### config.mk
export PLATFORM = sky130hd
export DESIGN_NAME = manual_digit_entry_flat
export DESIGN_NICKNAME = d
export VERILOG_FILES = /design/src/rtl/manual_digit_entry_if.sv /design/src/rtl/manual_digit_entry.sv /design/src/flat_wrapper.sv
export SDC_FILE = /design/constraint.sdc
export NUM_CORES = 1
export LEC_CHECK = 0
export ABC_AREA = 0
export BUFFER_PORTS_ARGS = -buffer_cell sky130_fd_sc_hd__buf_2
export CORE_MARGIN = 1.5
export CORE_UTILIZATION = 50
export CTS_CLUSTER_SIZE = 28
export DETAILED_ROUTE_END_ITERATION = 8
export GPL_ROUTABILITY_DRIVEN = 0
export PLACE_DENSITY = 0.83
export SLEW_MARGIN = 20
export SYNTH_ARGS = -nofsm -noshare
export SYNTH_HDL_FRONTEND = slang
export SYNTH_SLANG_ARGS = --single-unit
### constraint.sdc
create_clock -name clk -period 1.92 [get_ports clk]
set_input_delay 0 -clock clk [delete_from_list [all_inputs] [get_ports clk]]
set_output_delay 0 -clock clk [all_outputs]
set_load 0.03 [all_outputs]
### src/rtl/manual_digit_entry_if.sv
// Bus between the switch/button front end and the digit entry block.
// The master drives the switch and button inputs; the slave returns the buffer and entry results.
interface manual_digit_entry_if #(
   parameter int NUM_DIGITS = 4
);
   localparam int CW = $clog2(NUM_DIGITS + 1);

   logic [3:0]              d_manual;
   logic                    sw_enable;
   logic                    btn_enter;
   logic                    btn_clear;
   logic [4*NUM_DIGITS-1:0] digits;
   logic [CW-1:0]           digit_count;
   logic                    digit_strobe;
   logic                    overflow;
   logic                    entry_valid;
   logic [4*NUM_DIGITS-1:0] entry_value;
   logic [CW-1:0]           entry_len;
   logic                    busy;

   modport master (
      output d_manual, sw_enable, btn_enter, btn_clear,
      input  digits, digit_count, digit_strobe, overflow,
      input  entry_valid, entry_value, entry_len, busy
   );

   modport slave (
      input  d_manual, sw_enable, btn_enter, btn_clear,
      output digits, digit_count, digit_strobe, overflow,
      output entry_valid, entry_value, entry_len, busy
   );
endinterface

### src/rtl/manual_digit_entry.sv
// Debounces presses from the switch priority encoder and shifts each accepted digit into a
// calculator-style BCD buffer; enter hands the finished entry downstream, clear discards it.
module manual_digit_entry #(
   parameter int NUM_DIGITS    = 4,
   parameter int STABLE_CYCLES = 50000
) (
   input logic                   clk,
   input logic                   rst_n,
   manual_digit_entry_if.slave   bus
);
   localparam int CW    = $clog2(NUM_DIGITS + 1);
   localparam int CNT_W = $clog2(STABLE_CYCLES + 1);
   localparam int DW    = 4 * NUM_DIGITS;

   localparam logic [CNT_W-1:0] CNT_ZERO = {CNT_W{1'b0}};
   localparam logic [CNT_W-1:0] CNT_ONE  = CNT_W'(1);
   localparam logic [CNT_W-1:0] CNT_LAST = CNT_W'(STABLE_CYCLES - 1);
   localparam logic [CNT_W-1:0] CNT_MAX  = CNT_W'(STABLE_CYCLES);
   localparam logic [CW-1:0]    CNT_FULL = CW'(NUM_DIGITS);
   localparam logic [CW-1:0]    CW_ZERO  = {CW{1'b0}};
   localparam logic [DW-1:0]    DW_ZERO  = {DW{1'b0}};

   typedef enum logic [1:0] {
      S_IDLE     = 2'd0,
      S_DEBOUNCE = 2'd1,
      S_HELD     = 2'd2,
      S_RELEASE  = 2'd3
   } state_t;

   state_t           r_state;
   logic [CNT_W-1:0] r_cnt;
   logic [3:0]       r_cand;
   logic             r_busy;
   logic [DW-1:0]    r_digits;
   logic [CW-1:0]    r_count;
   logic             r_strobe;
   logic             r_overflow;
   logic             r_entry_valid;
   logic [DW-1:0]    r_entry_value;
   logic [CW-1:0]    r_entry_len;

   logic             w_match;
   logic             w_commit;
   logic             w_enter;
   logic [DW-1:0]    w_base_digits;
   logic [CW-1:0]    w_base_count;
   logic [DW+3:0]    w_shifted;
   logic             w_room;

   // Commit fires on the edge that samples the last required matching level.
   always_comb begin
      w_match  = bus.sw_enable && (bus.d_manual == r_cand);
      w_commit = (r_state == S_DEBOUNCE) && w_match && (r_cnt == CNT_LAST);
      w_enter  = bus.btn_enter && (r_count != CW_ZERO);
      if (w_enter) begin
         w_base_digits = DW_ZERO;
         w_base_count  = CW_ZERO;
      end else begin
         w_base_digits = r_digits;
         w_base_count  = r_count;
      end
      w_shifted = {w_base_digits, r_cand};
      w_room    = (w_base_count < CNT_FULL);
   end

   // Press/release debounce state machine; busy tracks the next state.
   always_ff @(posedge clk or negedge rst_n) begin
      if (!rst_n) begin
         r_state <= S_IDLE;
         r_cnt   <= CNT_ZERO;
         r_cand  <= 4'd0;
         r_busy  <= 1'b0;
      end else begin
         case (r_state)
            S_IDLE: begin
               if (bus.sw_enable) begin
                  r_state <= S_DEBOUNCE;
                  r_cand  <= bus.d_manual;
                  r_cnt   <= CNT_ONE;
                  r_busy  <= 1'b1;
               end else begin
                  r_cnt  <= CNT_ZERO;
                  r_busy <= 1'b0;
               end
            end
            S_DEBOUNCE: begin
               if (!w_match) begin
                  r_state <= S_IDLE;
                  r_cnt   <= CNT_ZERO;
                  r_busy  <= 1'b0;
               end else begin
                  if (r_cnt != CNT_MAX) begin
                     r_cnt <= r_cnt + CNT_ONE;
                  end
                  if (w_commit) begin
                     r_state <= S_HELD;
                  end
               end
            end
            S_HELD: begin
               // Digit changes while held are ignored until a full release.
               if (!bus.sw_enable) begin
                  r_state <= S_RELEASE;
                  r_cnt   <= CNT_ONE;
               end
            end
            S_RELEASE: begin
               if (bus.sw_enable) begin
                  r_state <= S_HELD;
               end else if (r_cnt == CNT_LAST) begin
                  r_state <= S_IDLE;
                  r_cnt   <= CNT_ZERO;
                  r_busy  <= 1'b0;
               end else if (r_cnt != CNT_MAX) begin
                  r_cnt <= r_cnt + CNT_ONE;
               end
            end
            default: begin
               r_state <= S_IDLE;
               r_cnt   <= CNT_ZERO;
               r_busy  <= 1'b0;
            end
         endcase
      end
   end

   // Entry buffer: clear beats enter and commit; a commit lands in the buffer enter just emptied.
   always_ff @(posedge clk or negedge rst_n) begin
      if (!rst_n) begin
         r_digits      <= DW_ZERO;
         r_count       <= CW_ZERO;
         r_strobe      <= 1'b0;
         r_overflow    <= 1'b0;
         r_entry_valid <= 1'b0;
         r_entry_value <= DW_ZERO;
         r_entry_len   <= CW_ZERO;
      end else begin
         r_strobe      <= 1'b0;
         r_overflow    <= 1'b0;
         r_entry_valid <= 1'b0;
         if (bus.btn_clear) begin
            r_digits <= DW_ZERO;
            r_count  <= CW_ZERO;
         end else begin
            if (w_enter) begin
               r_entry_value <= r_digits;
               r_entry_len   <= r_count;
               r_entry_valid <= 1'b1;
            end
            if (w_commit && w_room) begin
               r_digits <= w_shifted[DW-1:0];
               r_count  <= w_base_count + CW'(1);
               r_strobe <= 1'b1;
            end else begin
               r_digits <= w_base_digits;
               r_count  <= w_base_count;
               if (w_commit) begin
                  r_overflow <= 1'b1;
               end
            end
         end
      end
   end

   assign bus.digits       = r_digits;
   assign bus.digit_count  = r_count;
   assign bus.digit_strobe = r_strobe;
   assign bus.overflow     = r_overflow;
   assign bus.entry_valid  = r_entry_valid;
   assign bus.entry_value  = r_entry_value;
   assign bus.entry_len    = r_entry_len;
   assign bus.busy         = r_busy;
endmodule

### src/flat_wrapper.sv
// flat-port wrapper written by rule: the top's interface ports become plain ports
module manual_digit_entry_flat 
#(
   parameter int NUM_DIGITS    = 4,
   parameter int STABLE_CYCLES = 50000
)
  (clk, rst_n, bus_d_manual, bus_sw_enable, bus_btn_enter, bus_btn_clear, bus_digits, bus_digit_count, bus_digit_strobe, bus_overflow, bus_entry_valid, bus_entry_value, bus_entry_len, bus_busy);
  manual_digit_entry_if #(.NUM_DIGITS(NUM_DIGITS)) bus_i ();
  input logic clk;
  input logic rst_n;
  input wire logic [$bits(bus_i.d_manual)-1:0] bus_d_manual;
  input wire logic [$bits(bus_i.sw_enable)-1:0] bus_sw_enable;
  input wire logic [$bits(bus_i.btn_enter)-1:0] bus_btn_enter;
  input wire logic [$bits(bus_i.btn_clear)-1:0] bus_btn_clear;
  output wire logic [$bits(bus_i.digits)-1:0] bus_digits;
  output wire logic [$bits(bus_i.digit_count)-1:0] bus_digit_count;
  output wire logic [$bits(bus_i.digit_strobe)-1:0] bus_digit_strobe;
  output wire logic [$bits(bus_i.overflow)-1:0] bus_overflow;
  output wire logic [$bits(bus_i.entry_valid)-1:0] bus_entry_valid;
  output wire logic [$bits(bus_i.entry_value)-1:0] bus_entry_value;
  output wire logic [$bits(bus_i.entry_len)-1:0] bus_entry_len;
  output wire logic [$bits(bus_i.busy)-1:0] bus_busy;
  assign bus_i.d_manual = bus_d_manual;
  assign bus_i.sw_enable = bus_sw_enable;
  assign bus_i.btn_enter = bus_btn_enter;
  assign bus_i.btn_clear = bus_btn_clear;
  assign bus_digits = bus_i.digits;
  assign bus_digit_count = bus_i.digit_count;
  assign bus_digit_strobe = bus_i.digit_strobe;
  assign bus_overflow = bus_i.overflow;
  assign bus_entry_valid = bus_i.entry_valid;
  assign bus_entry_value = bus_i.entry_value;
  assign bus_entry_len = bus_i.entry_len;
  assign bus_busy = bus_i.busy;
  manual_digit_entry #(.NUM_DIGITS(NUM_DIGITS), .STABLE_CYCLES(STABLE_CYCLES)) u_core (.clk(clk), .rst_n(rst_n), .bus(bus_i));
endmodule
### Yosys cells after proc, flatten, opt, wreduce, memory -nomap -nowiden

Index checks and enable logic that the tools add are counted.

* memories kept: 0
* latch bits: 0
* RAM bits: 0
* word-level logic and storage cells: 75
* bits of input ports: 9
* register bits: 64
* output and inout bits: 42
* bits in read-only memories: 0

* bitwise gates (word level): 1
* reductions and logical operators: 14
* multipliers: 0
* add/subtract/negate cells: 2
* div/mod/pow operators: 0
* equality and inequality tests: 13
* multiplexer cells: 32
* magnitude comparators: 1
* shifts and indexed selects: 0

Operators with widths (count)
* 2-to-1 mux 16 bit: 8
* one-hot mux 16 bit (4 select lines): 1
* adder 16 x 1 -> 16 bit (second input constant): 1
* equality test 16 bit (second input constant): 1
* inequality test 16 bit (second input constant): 1
* 2-to-1 mux 1 bit: 12
* 2-to-1 mux 2 bit: 6
* 2-to-1 mux 3 bit: 3
* nonzero test 3 bit: 3
* inequality test 2 bit (second input constant): 4
* one-hot mux 2 bit (4 select lines): 1
* AND reduction 4 bit: 2
* AND reduction 2 bit: 3
* logical AND 1 bit: 5
* equality test 2 bit (second input constant): 2
* equality test 4 bit: 1
* adder 3 x 1 -> 3 bit (second input constant): 1
* < comparator 3 bit (second input constant): 1
* inequality test 3 x 2 -> 1 bit (second input constant): 1
* inequality test 3 bit (second input constant): 1
* one-hot mux 1 bit (3 select lines): 1
* equality test 2 x 1 -> 1 bit (second input constant): 1
* logical NOT 2 bit: 1
* inequality test 2 x 1 -> 1 bit (second input constant): 1
* NOT 1 bit: 1

### Logic depth before layout (Yosys ltp)

Gate-level depths: netlist of run 1.

* word-level depth: 7
* gate-level depth with buffers: 8

### Worst setup path before layout of run 1

No wires, ideal clock.

* path kind: register to register
* from: register u_core.r_cnt[0]
* to: register u_core.r_cnt[0]
* arrival time: 1.732 ns
* setup slack: 0.062 ns
* stages on the path, launching flop included: 7
* cells stage by stage: dfrtp_1 > ha_1 > nand4b_2 > nor4_4 > o22a_1 > a2111oi_1 > a311o_1

* cells in the longest elaborated chain, start to end: 5
* elaborated cells on any way between the ends: 8
* classes of those cells: add/sub (1); eq/ne (2); mux (5)

RTL lines
* start, declared: line manual_digit_entry.sv:31 `logic [CNT_W-1:0] r_cnt;`
* start signal, assigned: line manual_digit_entry.sv:93 `r_cnt <= r_cnt + CNT_ONE;`
* start signal, assigned: line manual_digit_entry.sv:115 `r_cnt <= r_cnt + CNT_ONE;`
* adder 16 x 1 -> 16 bit or inequality test 16 bit (tied branches)
* 2-to-1 mux 16 bit: line manual_digit_entry.sv:92, manual_digit_entry.sv:114
* 2-to-1 mux 16 bit: line manual_digit_entry.sv:110 `end else if (r_cnt == CNT_LAST) begin`
* 2-to-1 mux 16 bit: line manual_digit_entry.sv:108 `if (bus.sw_enable) begin`
* one-hot mux 16 bit (4 select lines) (*): line manual_digit_entry.sv:74 `case (r_state)`

Every way passes the cells marked *; elsewhere a longest branch is shown, timed or not. The select of a mux whose other input is x is not followed.
A chain may end at the register's enable or synchronous reset.

### Worst setup path in the final report of run 1

* from: register u_core.r_cnt[0]
* to: register u_core.r_cnt[2]

The elaborated chain is that of the path after synthesis.

==> results summary, run 1 <==
The run finished with clean final reports. The violation count after the first detailed-routing iteration came out at 134. The library cell used as clock root buffer is sky130_fd_sc_hd__clkbuf_8. In this run the remaining antenna-violating nets after routing total 0. Once placement completed, the tool counted placed cells totaling 387. The largest net degree at the start of global routing came out at 37.

The detailed router placed 2312 vias in this run. The maximum clock path buffer count came out at 2. The first-pass GRT wire length came out at 10700 um.

The length of the first detailed-routing pass in iterations is 4. During placement, the flow inserted port buffers numbering 50. Routed signal wires occupy layers up through met4. The data required time of the worst path came out at 2.19 ns.

The top cell type's share of synthesized area came out at 0.541. The element type at the critical path start is a flop. The routed wire length is 6550 um. The total area of multi-input combinational cells came out at 1300 um2.

The clock period minus final worst setup slack came out at 1.88 ns. TritonCTS created 9 clock buffers. The count of antenna diodes in the layout came out at 0. The setup-violating endpoint count in the final report is 0.

The post-route worst setup slack is 0.0409 ns. The total routing resource utilization after global routing came out at 0.221. The clock latency at the later pin of the worst-skew pair is 0.34 ns. In the routed design, unresolved DRC markers number 0. The number of antenna violations at the first check in global routing is 0. The number of warnings reported in the yosys synthesis log came out at 0. For this run the aggregate overflow at the end of global routing stands at 0. The full die area is 6390 um2.

The total of fill cells in the finished design came out at 416. In the post-synthesis netlist, the cell with the most instances is sky130_fd_sc_hd__dfrtp_1. After floorplanning, the core was divided into 27 placement rows. The number of maximum-capacitance constraint violations came out at 0. The power density over the cells came out at 793 nW/um2. On the critical path, the stage with the largest delay is an instance of sky130_fd_sc_hd__dfrtp_1. The TritonCTS clock tree is yes. The clock sink count is 64. Summing all flip-flop and latch instances after layout gives 1600 um2.

The die span in y is 79.9 um. The number of nets in the layout came out at 347. From synthesis to final layout, the design area changed by 27.1%.

The type of the setup path with the least slack is flop to flop. The delay of the slowest critical-path stage came out at 0.39 ns. The starting density of the core came out at 0.527. The wire length on met2 is 3190 um. The worst-path maximum fanout came out at 4. The via count of the first global-routing pass came out at 2232. The transition time of the tightest slew-check pin is 0.670 ns. The post-route total power came out at 2980 uW. The routed via count divided by cell count is 5.61. STA classifies the critical path endpoint as a flop. Walking the worst path, the cells encountered are ha_1 > nand4b_2 > nor4_4 > buf_4 > o22a_1 > nor3_1 > a22o_1.

The achievable clock frequency is 532 MHz. The number of pins with negative max-slew slack in the final report came to 0. The average wire length per cell after detail routing came out at 15.9 um. The routed design uses 396 um of met3 wire.

The core area came out at 5610 um2. The H-tree was split into 3 levels. On the final layout, the worst clock skew is 0.00657 ns. The synthesized area per cell is 11.6 um2. The commonest register cell after synthesis is sky130_fd_sc_hd__dfrtp_1. The half-perimeter wire length after detailed placement came out at 4390 um. Ranked by total cell area, the synthesized netlist is headed by sky130_fd_sc_hd__dfrtp_1 (54%), sky130_fd_sc_hd__mux2_2 (8.8%), sky130_fd_sc_hd__mux2i_1 (4.4%).

The synthesized flop and latch total is 64. After synthesis, the most frequently instantiated cells are sky130_fd_sc_hd__dfrtp_1 (64), sky130_fd_sc_hd__nor2_1 (31), sky130_fd_sc_hd__mux2_2 (23). Before CTS, the worst setup slack after placement is 0.0209 ns. The clock transition at the register clock pins on the worst setup and hold paths after CTS is 0.07 ns.

Together, buffers and inverters on the worst path number 1. The sequential cell area fraction in the yosys report came out at 0.541. The cell area that synthesis handed to floorplanning was 2960 um2. The ratio of cells with drive above 1 in the final layout came out at 0.350. The count of placed standard cells in the final layout, fillers left out is 412. The count of cell types in the netlist came out at 44. The net count of the mapped netlist came out at 267. The width of the die came out at 79.9 um. The max-slew headroom at the worst pin came out at 0.554. The number of flops mapped to enable cells by yosys came out at 0. On the critical path the largest part of the delay comes from simple AND/OR/NAND/NOR gates.

The maximum vdd drop came out at 0.542 mV. The leakage power total came out at 0.00192 uW. After detailed routing, the wire length on met1 is 2880 um. The tightest min-delay check is of the input port to flop type.

Data arrives at the worst endpoint at 2.15 ns. The largest total area in the synthesized netlist belongs to sky130_fd_sc_hd__dfrtp_1. The final hold violation count came to 0. The period utilization is 0.979. The instance count of the mapped netlist is 255. The number of placed I/O pins is 51. After synthesis, the share of flip-flops with an asynchronous set or reset is 1.00.
[power by group]
group	leakage [uW]	internal (uW)	switching, uW	total [uW]
clock network	0.000123	904	534	1440
registers	0.000881	1370	23.1	1390
logic	0.000921	64.5	86.5	151
total	0.00192	2340	643	2980
[worst paths after layout]
check / startpoint / endpoint / slack (ns) / cells after the start
max: u_core.r_cnt[0]$_DFFE_PN0P_ / u_core.r_cnt[2]$_DFFE_PN0P_ / 0.04 / 7
min: bus_btn_enter / u_core.bus.digit_count[1]$_DFF_PN0_ / 0.07 / 4
max reg2reg: u_core.r_cnt[0]$_DFFE_PN0P_ / u_core.r_cnt[2]$_DFFE_PN0P_ / 0.04 / 7
min reg2reg: u_core.bus.entry_len[0]$_DFFE_PN0P_ / u_core.bus.entry_len[0]$_DFFE_PN0P_ / 0.50 / 1
max in group asynchronous: rst_n / u_core.r_cnt[9]$_DFFE_PN0P_ / 1.07 / 3
min in group asynchronous: rst_n / u_core.bus.entry_value[10]$_DFFE_PN0P_ / 0.22 / 2
[logic make-up after synthesis]
logic type / Yosys count / synth area share
AO/OA/AOI/OAI: 26 / 0.0575
XOR/XNOR: 16 / 0.0474
adder cells (fa/ha/maj): 3 / 0.0127
buffers and inverters: 14 / 0.0250
flip-flops: 64 / 0.541
multiplexers: 36 / 0.132
AND/OR/NAND/NOR: 96 / 0.184
[sequential cells by signal, indices dropped and copies added (netlist names)]
signal,flops
u_core.r_cnt,16
u_core.bus.digit_count,3
u_core.bus.digit_strobe,1
u_core.bus.busy,1
u_core.bus.entry_len,3
u_core.r_cand,4
u_core.bus.digits,16
u_core.r_state,2
u_core.bus.entry_valid,1
u_core.bus.entry_value,16
u_core.bus.overflow,1
[what timing repair did]
action	CTS	global route
hold endpoints to repair	37	0
gates resized for setup	1	1
hold buffers	6	0
pin swaps	0	4
endpoints found under the setup margin	11	29
buffers inserted	0	3
[metrics by stage]
step | hold WS, ns | setup TNS [ns] | util | cell area [um2]
4_1_cts | 0.0491 | 0 | 0.665 | 3730
3_5_place_dp | 0.0707 | 0 | 0.608 | 3410
2_1_floorplan | -0.296 | 0 | - | 2960
5_1_grt | 0.0716 | -0.0148 | 0.670 | 3760
3_3_place_gp | 0.0574 | 0 | 0.608 | 3410
6_report | 0.0703 | 0 | 0.670 | 3760
[per-layer routing]
layer | global-route usage | up-vias
li1 | - | 1060
met1 | 0.294 | 1155
met2 | 0.337 | 86
met3 | 0.0594 | 11
met4 | 0.0983 | 0
met5 | 0 | -
[worst register-to-register path, cell delays in order (launching register included)]
cell                       delay [ns]
sky130_fd_sc_hd__dfrtp_1         0.39
sky130_fd_sc_hd__ha_1            0.23
sky130_fd_sc_hd__nand4b_2        0.18
sky130_fd_sc_hd__nor4_4          0.05
sky130_fd_sc_hd__buf_4           0.16
sky130_fd_sc_hd__o22a_1          0.20
sky130_fd_sc_hd__nor3_1          0.39
sky130_fd_sc_hd__a22o_1          0.22
[cell usage in the layout, fill, tap and decap left out, types with 2 or more instances in the layout]
master / synthesis / routed
sky130_fd_sc_hd__a21oi_1: 4 / 4
sky130_fd_sc_hd__and3_1: 2 / 2
sky130_fd_sc_hd__buf_12: 0 / 2
sky130_fd_sc_hd__buf_2: 2 / 50
sky130_fd_sc_hd__buf_4: 1 / 20
sky130_fd_sc_hd__bufinv_16: 0 / 3
sky130_fd_sc_hd__clkbuf_8: 0 / 10
sky130_fd_sc_hd__dfrtp_1: 64 / 64
sky130_fd_sc_hd__dlygate4sd3_1: 0 / 6
sky130_fd_sc_hd__ha_1: 3 / 3
sky130_fd_sc_hd__inv_1: 5 / 5
sky130_fd_sc_hd__mux2_2: 23 / 23
sky130_fd_sc_hd__mux2i_1: 13 / 13
sky130_fd_sc_hd__nand2_1: 13 / 13
sky130_fd_sc_hd__nand2b_1: 6 / 6
sky130_fd_sc_hd__nand3_1: 14 / 14
sky130_fd_sc_hd__nand4_1: 4 / 4
sky130_fd_sc_hd__nand4b_2: 2 / 2
sky130_fd_sc_hd__nor2_1: 31 / 31
sky130_fd_sc_hd__nor2b_1: 5 / 5
sky130_fd_sc_hd__nor3_1: 8 / 8
sky130_fd_sc_hd__nor4_4: 2 / 2
sky130_fd_sc_hd__o21ai_0: 5 / 5
sky130_fd_sc_hd__o21ai_1: 3 / 3
sky130_fd_sc_hd__o22ai_1: 4 / 3
sky130_fd_sc_hd__xnor2_1: 13 / 13
sky130_fd_sc_hd__xor2_1: 3 / 3
[area by class of cell]
class,instances,share of cell area
clock inverters,6,0.0306
multi-input cells,177,0.345
clock buffers,10,0.0366
well taps,72,0.0240
flip-flops and latches,64,0.426
repair buffers,78,0.133
inverters,5,0.00499
(Power assumes the default switching activity.)
==> run 2, diff against run 1 <==
--- a/config.mk
+++ b/config.mk
@@ -12,7 +12,7 @@
 export CTS_CLUSTER_SIZE = 28
 export DETAILED_ROUTE_END_ITERATION = 8
 export GPL_ROUTABILITY_DRIVEN = 0
-export PLACE_DENSITY = 0.83
+export PLACE_DENSITY = 0.75
 export SLEW_MARGIN = 20
 export SYNTH_ARGS = -nofsm -noshare
 export SYNTH_HDL_FRONTEND = slang
==> results summary, run 2 (same netlist as run 1, synthesis figures left out) <==
The run finished with clean final reports. The number of placed I/O pins came out at 51 (unchanged). The number of cells traversed by the worst register-to-register path was 5 (-2). The number of pins with negative max-slew slack in the final report was 0 (unchanged). The global-route congestion overflow total is 0 (unchanged). The number of rows in the core area came out at 27 (unchanged).

The critical path arrival is 2.07 ns (-0.08 ns). The commonest non-fill, non-tap cell in the layout is sky130_fd_sc_hd__dfrtp_1. The count of antenna diodes in the layout is 0 (unchanged). The final-layout setup total negative slack is 0 ns (unchanged). The average wire length per cell after detail routing came out at 14.8 um (-6.7%). The total routing resource utilization after global routing came out at 0.211 (-0.0101). The setup-violating endpoint count in the final report came out at 0 (unchanged). The library cell used as clock root buffer is sky130_fd_sc_hd__clkbuf_8. The data required time of the worst path came out at 2.15 ns (-0.04 ns). The full die area is 6390 um2 (unchanged). The total of fill cells in the finished design came out at 465 (+12%). The starting density of the core came out at 0.527 (unchanged). The placed cell area was 3410 um2 (-0.15%). The startpoint identified for the worst register-to-register timing path is u_core.r_cnt[10]$_DFFE_PN0P_. The routed wire length is 6110 um (-6.7%). The clock share of power is 0.461 (-0.022). The type of destination of the critical path is a flop.

The width of the die is 79.9 um (unchanged). The clock period minus final worst setup slack was 1.85 ns (-0.0322 ns). The violation count after the first detailed-routing iteration came out at 107 (-20%). The switching component of the power is 669 uW (+4.0%).

The clock sink count is 64 (unchanged). The ratio of cells with drive above 1 in the final layout is 0.350 (unchanged). The period utilization came out at 0.962 (-0.0168). The worst setup skew after layout came out at 0.00975 ns (+0.00318 ns). The count of antenna-violating nets left after detailed routing came out at 0 (unchanged).

The number of nets in the layout is 347 (unchanged). The library cells used most frequently in the layout, excluding fill and tap cells, are sky130_fd_sc_hd__dfrtp_1 (64), sky130_fd_sc_hd__buf_2 (50), sky130_fd_sc_hd__nor2_1 (31), sky130_fd_sc_hd__mux2_2 (23), sky130_fd_sc_hd__buf_4 (21). The final hold violation count is 0 (unchanged). The transition time of the tightest slew-check pin came out at 0.502 ns (-0.167 ns). The routed via count divided by cell count came to 5.35 (-4.6%). The power density over the cells is 766 nW/um2 (-3.4%). The type of the tightest min-delay check is input port to flop.

The combinational cell fraction of total power came out at 0.051 (about the same). The max-slew headroom at the worst pin came to 0.662 (+0.109). The core area came to 5610 um2 (unchanged). The maximum vdd drop was 0.551 mV (+1.5%). The clock transition at the register clock pins on the worst setup and hold paths after CTS is 0.07 ns (about the same).

The number of maximum-capacitance constraint violations is 0 (unchanged). The type of the setup path with the least slack is flop to flop. The achievable clock frequency is 541 MHz (+1.7%).

The via count of the first global-routing pass came to 2146 (-3.9%). The relative area change from synthesis to final layout came out at 25.6%. The post-route DRC violation count came out at 0 (unchanged). TritonCTS built the clock tree. The half-perimeter wire length after detailed placement came out at 4360 um (-0.83%). The clock latency at the later pin of the worst-skew pair came out at 0.35 ns (about the same). The maximum clock path buffer count is 2 (unchanged). The worst setup path startpoint is u_core.r_cnt[10]$_DFFE_PN0P_. STA classifies the critical path startpoint as a flop.

The proportion of power drawn by flip-flops and latches is 0.488 (+0.021). The die span in y was 79.9 um (unchanged). The leakage power total came to 0.00191 uW (-0.64%). The count of vias placed by the detailed router came to 2205 (-4.6%). Setup repair after global routing left no endpoint under its margin. The number of antenna violations at the first check in global routing came out at 0 (unchanged). The largest net degree at the start of global routing is 24 (-35%). The first-pass GRT wire length is 10200 um (-4.9%).

The count of buffers from port buffering came to 50 (unchanged). In this run the most critical hold path is launched from bus_btn_enter. The final standard cell area without fillers came to 3710 um2 (-1.2%).

The cell-internal power is 2180 uW (-6.9%). The count of cells along the worst hold path came out at 4 (unchanged). The worst-path maximum fanout is 3 (-1). The length of the first detailed-routing pass in iterations is 4 (unchanged). The number of buffers added by the clock tree synthesis step came to 9 (unchanged). The fraction of power spent switching nets is 0.235 (+0.0193). The post-route total power came out at 2850 uW (-4.5%).

The H-tree level count came to 3 (unchanged).
run 2: cell count changes in the layout (fill, tap and decap cells not counted), sizes merged:
cell      previous run  this run
clkbuf              10         9
clkinvlp             1         0
bufinv               3         2
clkinv               1         3
inv                  6         7
run 2: cell type report:
class / instances / area [um2] / area share
Tap cell: 72 / 90.1 / 0.0243
Clock buffer: 9 / 124 / 0.0333
Sequential cell: 64 / 1600 / 0.431
Timing Repair Buffer: 78 / 488 / 0.131
Clock inverter: 7 / 104 / 0.0280
Multi-Input combinational cell: 177 / 1290 / 0.347
Inverter: 5 / 18.8 / 0.00505
run 2: worst paths after layout:
| kind | end | slack [ns] |
|---|---|---|
| setup / recovery | u_core.r_cnt[0]$_DFFE_PN0P_ | 0.07 |
| hold / removal | u_core.bus.digit_count[1]$_DFF_PN0_ | 0.05 |
| setup reg to reg | u_core.r_cnt[0]$_DFFE_PN0P_ | 0.07 |
| hold reg to reg | u_core.bus.entry_value[15]$_DFFE_PN0P_ | 0.51 |
| max in group asynchronous | u_core.r_cnt[7]$_DFFE_PN0P_ | 1.11 |
| min in group asynchronous | u_core.bus.entry_value[14]$_DFFE_PN0P_ | 0.13 |
run 2: timing repair:
item / in CTS / in global routing
hold buffers: 6 / 0
setup buffers: 0 / 2
resized for setup: 0 / 1
endpoints found under the setup margin: 0 / 28
endpoints found under the hold margin: 30 / 0
run 2: critical path, cell delays in order (launching register included):
cell and delay, ns:
sky130_fd_sc_hd__dfrtp_1 0.38, sky130_fd_sc_hd__or3_4 0.42, sky130_fd_sc_hd__nor4_4 0.30, sky130_fd_sc_hd__o22a_1 0.24, sky130_fd_sc_hd__a2111oi_1 0.06, sky130_fd_sc_hd__a311o_1 0.32
run 2: power by group through the flow:
stage,Sequential [uW],Combinational [uW],Clock [uW]
3_3_place_gp,1410,133,0
3_5_place_dp,1410,136,0
4_1_cts,1390,146,1330
5_1_grt,1390,165,1400
6_report,1390,145,1310
2_1_floorplan,1420,68.7,0
run 2: through the flow:
step / std cells / setup slack (ns) / util / hold slack [ns]
final: 412 / 0.0731 / 0.662 / 0.0512
after global routing: 412 / 0.00874 / 0.662 / 0.0686
after CTS: 410 / 0.0287 / 0.659 / 0.0457
after detailed placement: 388 / 0.0381 / 0.607 / -0.0205
after global placement: 388 / 0.137 / 0.607 / -0.0140
after floorplan: 255 / 0.0619 / - / -0.296
run 2: layer usage:
metal,wire [um],GRT usage,up-vias,share of wire
met5,0,0,-,0
met4,114,0.0966,0,0.019
met3,283,0.0400,9,0.046
met2,2870,0.332,55,0.47
met1,2850,0.281,1074,0.47
li1,-,-,1067,-
